$ cat src/rtl/pipe_if_stage.sv
// pipe_if_stage: MIPS fetch stage holding the PC register, the next-PC select,
// the instruction-memory req/ack handshake and the IF/ID pipeline register.
// Optional feature macro: IF_TIMEOUT_EN enables a memory-timeout watchdog
// that drives the sticky fetch_err flag.
module pipe_if_stage #(
   parameter logic [31:0] RESET_PC = 32'h0000_0000,
   parameter int          TIMEOUT  = 16
) (
   input  logic        clock,
   input  logic        reset,
   input  logic        nostall,
   input  logic [1:0]  pcsource,
   input  logic [31:0] bpc,
   input  logic [31:0] da,
   input  logic [31:0] jpc,
   output logic        imem_req,
   output logic [31:0] imem_addr,
   input  logic        imem_ack,
   input  logic [31:0] imem_rdata,
   output logic [31:0] dpc4,
   output logic [31:0] dinst,
   output logic        dvalid,
   output logic        fetch_err
);

   typedef enum logic {
      ST_REQ  = 1'b0,
      ST_HOLD = 1'b1
   } state_t;

   state_t      r_state;
   state_t      w_nextState;
   logic [31:0] r_pc;
   logic [31:0] r_redirPc;
   logic        r_redirV;
   logic [31:0] r_holdPc4;
   logic [31:0] r_holdInst;
   logic [31:0] r_dpc4;
   logic [31:0] r_dinst;
   logic        r_dvalid;
   logic [31:0] w_pc4;
   logic [31:0] w_tgt;
   logic [31:0] w_npc;
   logic        w_take;
   logic        w_ack;

   // An ack only counts while we are actually requesting.
   assign w_ack  = imem_ack && (r_state == ST_REQ);
   assign w_pc4  = r_pc + 32'd4;
   assign w_take = r_dvalid && nostall && (pcsource != 2'b00);

   // Control-transfer target chosen by the ID stage.
   always_comb begin
      w_tgt = w_pc4;
      case (pcsource)
         2'b01:   w_tgt = bpc;
         2'b10:   w_tgt = da;
         2'b11:   w_tgt = jpc;
         default: w_tgt = w_pc4;
      endcase
   end

   // A redirect latched while the delay-slot fetch was stalled wins over everything.
   assign w_npc = r_redirV ? r_redirPc : (w_take ? w_tgt : w_pc4);

   // State register.
   always_ff @(posedge clock) begin
      if (reset) begin
         r_state <= ST_REQ;
      end else begin
         r_state <= w_nextState;
      end
   end

   // Next state: park the fetched word in HOLD when ID cannot take it.
   always_comb begin
      w_nextState = r_state;
      case (r_state)
         ST_REQ:  if (w_ack && !nostall) w_nextState = ST_HOLD;
         ST_HOLD: if (nostall) w_nextState = ST_REQ;
         default: w_nextState = ST_REQ;
      endcase
   end

   // Outputs: request only in REQ and never during the reset cycle.
   always_comb begin
      imem_req = (r_state == ST_REQ) && !reset;
   end

   assign imem_addr = r_pc;
   assign dpc4      = r_dpc4;
   assign dinst     = r_dinst;
   assign dvalid    = r_dvalid;

   // PC, redirect, hold buffer and IF/ID register updates.
   always_ff @(posedge clock) begin
      if (reset) begin
         r_pc       <= RESET_PC;
         r_redirPc  <= 32'd0;
         r_redirV   <= 1'b0;
         r_holdPc4  <= 32'd0;
         r_holdInst <= 32'd0;
         r_dpc4     <= 32'd0;
         r_dinst    <= 32'd0;
         r_dvalid   <= 1'b0;
      end else if (r_state == ST_REQ) begin
         if (w_ack) begin
            if (nostall) begin
               r_dpc4   <= w_pc4;
               r_dinst  <= imem_rdata;
               r_dvalid <= 1'b1;
               r_pc     <= w_npc;
               r_redirV <= 1'b0;
            end else begin
               r_holdPc4  <= w_pc4;
               r_holdInst <= imem_rdata;
            end
         end else if (nostall) begin
            r_dinst  <= 32'd0;
            r_dvalid <= 1'b0;
            if (w_take) begin
               r_redirPc <= w_tgt;
               r_redirV  <= 1'b1;
            end
         end
      end else if (nostall) begin
         r_dpc4   <= r_holdPc4;
         r_dinst  <= r_holdInst;
         r_dvalid <= 1'b1;
         r_pc     <= w_npc;
         r_redirV <= 1'b0;
      end
   end

`ifdef IF_TIMEOUT_EN
   localparam int            CW     = $clog2(TIMEOUT + 1);
   localparam logic [CW-1:0] TO_MAX = CW'(TIMEOUT);

   logic [CW-1:0] r_toCount;
   logic          r_fetchErr;

   // Count consecutive unanswered requests; flag sticks until reset.
   always_ff @(posedge clock) begin
      if (reset) begin
         r_toCount  <= '0;
         r_fetchErr <= 1'b0;
      end else if ((r_state == ST_REQ) && !imem_ack) begin
         if (r_toCount != TO_MAX) r_toCount <= r_toCount + 1'b1;
         if (r_toCount >= TO_MAX - 1'b1) r_fetchErr <= 1'b1;
      end else if (w_ack) begin
         r_toCount <= '0;
      end
   end

   assign fetch_err = r_fetchErr;
`else
   assign fetch_err = 1'b0;
`endif

endmodule

$ cat config.mk
export PLATFORM = sky130hd
export DESIGN_NAME = pipe_if_stage
export DESIGN_NICKNAME = d
export VERILOG_FILES = /design/src/rtl/pipe_if_stage.sv
export SDC_FILE = /design/constraint.sdc
export NUM_CORES = 1
export LEC_CHECK = 0
export CORE_MARGIN = 3
export CORE_UTILIZATION = 50
export CTS_CLUSTER_SIZE = 12
export DETAILED_ROUTE_END_ITERATION = 7
export PLACE_DENSITY_LB_ADDON = 0.3
export SYNTH_ARGS = -nofsm -noshare
export SYNTH_HDL_FRONTEND = slang
export SYNTH_SLANG_ARGS = --single-unit
export TNS_END_PERCENT = 100
$ cat constraint.sdc
create_clock -name clock -period 4.9 [get_ports clock]
set_input_delay 0.49 -clock clock [delete_from_list [all_inputs] [get_ports clock]]
set_output_delay 0.49 -clock clock [all_outputs]
set_load 0.02 [all_outputs]
==> metrics.md <==
| Metric | Value |
|---|---|
| Met3 routed WL | between 2 and 3 mm |
| Comb pwr share | roughly 16% |
| Clock network fraction of total power | 36.8% |
| Finished Layout Cells | approximately 1600 |
| Synthesized flop and latch total | 195 |
| Seq/Total Area, Yosys | 40.83% |
| Startpoint types | flip-flop |
| Met2 wire length | 13.49 mm |
| Seq. cell area | 3908 um^2 |
| DR iter-0 viols | 1079 |
| Crit-path max cell delay | 0.69 ns |
| Clock skew | between 0.009 and 0.01 ns |
| Core Rows | 49 |
| Largest family of logic cells by synthesized area | compound AO/OA/AOI/OAI gates |
| Clock Sinks | between 150 and 200 |
| Die X | approximately 140 um |
| Mapped Area | 9560 um^2 |
| Commonest cells in the netlist | nand2_1, dfxtp_1, nor2_1, a21oi_1, clkbuf_1 |
| Slowest-stage cell, CP | dfxtp_4 |
| Syn Area/Cell | around 7.8 um^2 |
| Fill cells | 1519 |
| Slew Limit Fails | 0 |
| P&R area growth vs syn | 29.60% |
| Worst VDD drop | 219.8 uV |
| Starting Density | 51.98% |
| Largest net degree at the start of global routing | 77 |
| Post-CTS setup buffers | 0 |
| CTS tree | yes |
| RSZ-0062 raised after global routing | no |
| Footprint of the multi-input gates | 5165 um^2 |
| CP Cell Sequence | buf_4 -> nor2_1 -> clkdlybuf4s50_1 |
| Final net count | about 1500 |
| Synth cell types | 73 |
| Die Height | 144.3 um |
| Post-synth top area share | 40.83% |
| Io pins | 233 |
| GRT Total Usage | 27.46% |
| Most frequent cell after synthesis | nand2_1 |
| Pint | 2.606 mW |
| Worst setup EP type | output port |
| Synth warn | 0 |
| Number of H-tree levels | 4 |
| Fin crit share | 65.72% |
| GPL Wtd Cong | about 0.90 |
| DRC | 0 |
| Required time worst endpoint | 4.41 ns |
| Clock tree buffer depth | 2 |
| Post-synth EDFFs | 0 |
| Status | finished, final reports clean |
| Critical path type | flip-flop to output port |
| Routed wire length | 29.03 mm |
| Vias in the first global route | 8856 |
| Final Setup Violations | 0 |
| Ranking of synthesized cells by area | dfxtp_1, nand2_1, a21oi_1 |
| Fraction of layout cells with a size suffix above 1 | under 10% |
| Final hold vios | 0 |
| Register share of total power | 47.0% |
| TNS Setup | 0 ns |
| CP Data Arrival Time | 2.73 ns |
| GRT overflow | 0 |
| Clk pin slew, worst setup/hold paths | about 0.07 ns |
| Clk Latency, worst-skew pair | 0.44 ns |
| Vias/cell | roughly 6.0 |
| DR top layer | met4 |
| Initial antenna violation count | 0 |
| First-pass GRT wire length | ~46 mm |
| Cts bufs inserted | 17 |
| Port bufs | 231 |
| NetSw | ~1.0 mW |
| Wl on met1 | 12.16 mm |
| Mapped Nets | 1363 |
| Simple-gate share of the synthesized area | 22.81% |
| P_leak | about 4.3 nW |
| FFs w/ async S/R, synth | 0% |
| Post-Synthesis Cells | about 1200 |
| Compound-cell area share of the yosys netlist | 24.17% |
| Via count | 9806 |
| Post_cts resized | 0 |
| Max Cap Violations | 0 |
| Area of the die | about 21000 um^2 |
| Most used DFF post-synth | dfxtp_1 |
| Drt pass-1 iters | 6 |
| Max FO, Critical Path | 76 |
| Hold-fix buffers, CTS | 0 |
| Post-Synth Adder-Cell Area | 0.1309% |
| XOR/XNOR Fraction of Synth Area | 1.832% |
| Placed cell count | 1591 |
| Largest area contributor in the synthesized netlist | dfxtp_1 |
| CTS Root Cell | clkbuf_16 |
| Core Box Area | 18390 um^2 |
| Relative slew margins | 31.53% |
| Sw Ratio | 28.41% |
| Antenna Nets Post-Route | 0 |
| Max Fclk | approximately 0.31 GHz |
| Routed len/inst | 17.89 um |
| Hold Crit Class | flip-flop to flip-flop |
| Final worst path period need | 3.220 ns |
| Worst slew pin tran | roughly 1 ns |
| N_diodes | 0 |
| Post-synthesis mux area share | 4.816% |
| Final HPWL DP | 20.16 mm |
| P per Cell Area | 293.7 nW/um^2 |
## area by class of cell
class | instances | area share, %
multi-input cells | 903 | 41.68
flip-flops and latches | 195 | 31.54
repair buffers | 245 | 19.37
clock buffers | 18 | 3.544
well taps | 229 | 2.312
clock inverters | 14 | 0.9795
inverters | 19 | 0.5756
## cell usage in the layout (no fill, tap or decap), types with 7 or more instances in the layout
master / netlist / routed
nand4_1: 21 / 21
o22ai_1: 9 / 9
a31oi_1: 7 / 7
o211ai_1: 45 / 45
nor2_1: 133 / 133
a21oi_1: 102 / 102
dfxtp_1: 195 / 194
mux2_2: 16 / 16
a211oi_1: 42 / 42
xnor2_1: 15 / 15
o21ai_0: 68 / 68
mux2i_1: 19 / 19
nand2_1: 214 / 213
inv_1: 18 / 18
clkbuf_16: 0 / 17
a22oi_1: 14 / 14
nand2b_1: 10 / 10
nand3_1: 24 / 24
clkdlybuf4s50_1: 0 / 227
buf_4: 3 / 15
nor3_1: 37 / 36
## registers in the layout, summed over array words and instances, names as in the netlist
name and flops:
r_holdInst 32, r_state 1, r_redirV 1, r_holdPc4 32
dpc4 32, imem_addr 32, r_redirPc 32, dvalid 1
dinst 32
## critical path, delay by kind of cell, from the launching register on
kind	cells	cell delay [ns]
buffers and inverters	2	1.30
DFF	1	0.69
and+or+nand+nor	1	0.26
## metrics by stage
step	area (um^2)	hold WS [ns]	power, mW	setup slack (ns)	util [%]
global placement	11830	0.4378	2.321	1.664	64.32
floorplan	9560	0.4312	2.059	2.780	-
detailed placement	11830	0.4464	2.330	1.559	64.32
finish	12390	0.4524	3.640	1.680	67.37
CTS	12390	0.4551	3.645	1.714	67.37
global route	12390	0.4760	3.782	1.533	67.37
## power by group through the flow
| stage | clock network (mW) | registers [mW] | logic (mW) |
|---|---|---|---|
| 2_1_floorplan | 0 | 1.77 | 0.287 |
| 3_3_place_gp | 0 | 1.75 | 0.576 |
| 3_5_place_dp | 0 | 1.75 | 0.582 |
| 4_1_cts | 1.35 | 1.71 | 0.585 |
| 5_1_grt | 1.42 | 1.72 | 0.640 |
| 6_report | 1.34 | 1.71 | 0.587 |
## cells by family after synthesis
family / Yosys count
AO/OA/AOI/OAI: 357
XOR/XNOR: 20
adder cells (fa/ha/maj): 1
buffers and inverters: 130
flip-flops: 195
multiplexers: 39
other: 1
AND/OR/NAND/NOR: 485
## worst paths after layout
kind | start | end | slack [ns] | depth (start not counted)
worst max-delay path | r_state | imem_req | 1.68 | 3
worst max register to register | r_state | r_holdPc4[31] | 2.06 | 5
worst min register to register | dpc4[25] | dpc4[25] | 0.45 | 2
worst min-delay path | dpc4[25] | dpc4[25] | 0.45 | 2
## layer usage
| metal | up-vias | GRT usage [%] |
|---|---|---|
| li1 | 4679 | - |
| met1 | 4540 | 36.72 |
| met2 | 539 | 43.77 |
| met3 | 48 | 6.845 |
| met4 | 0 | 8.787 |
| met5 | - | 0 |
Power figures use the tool's default switching activity.
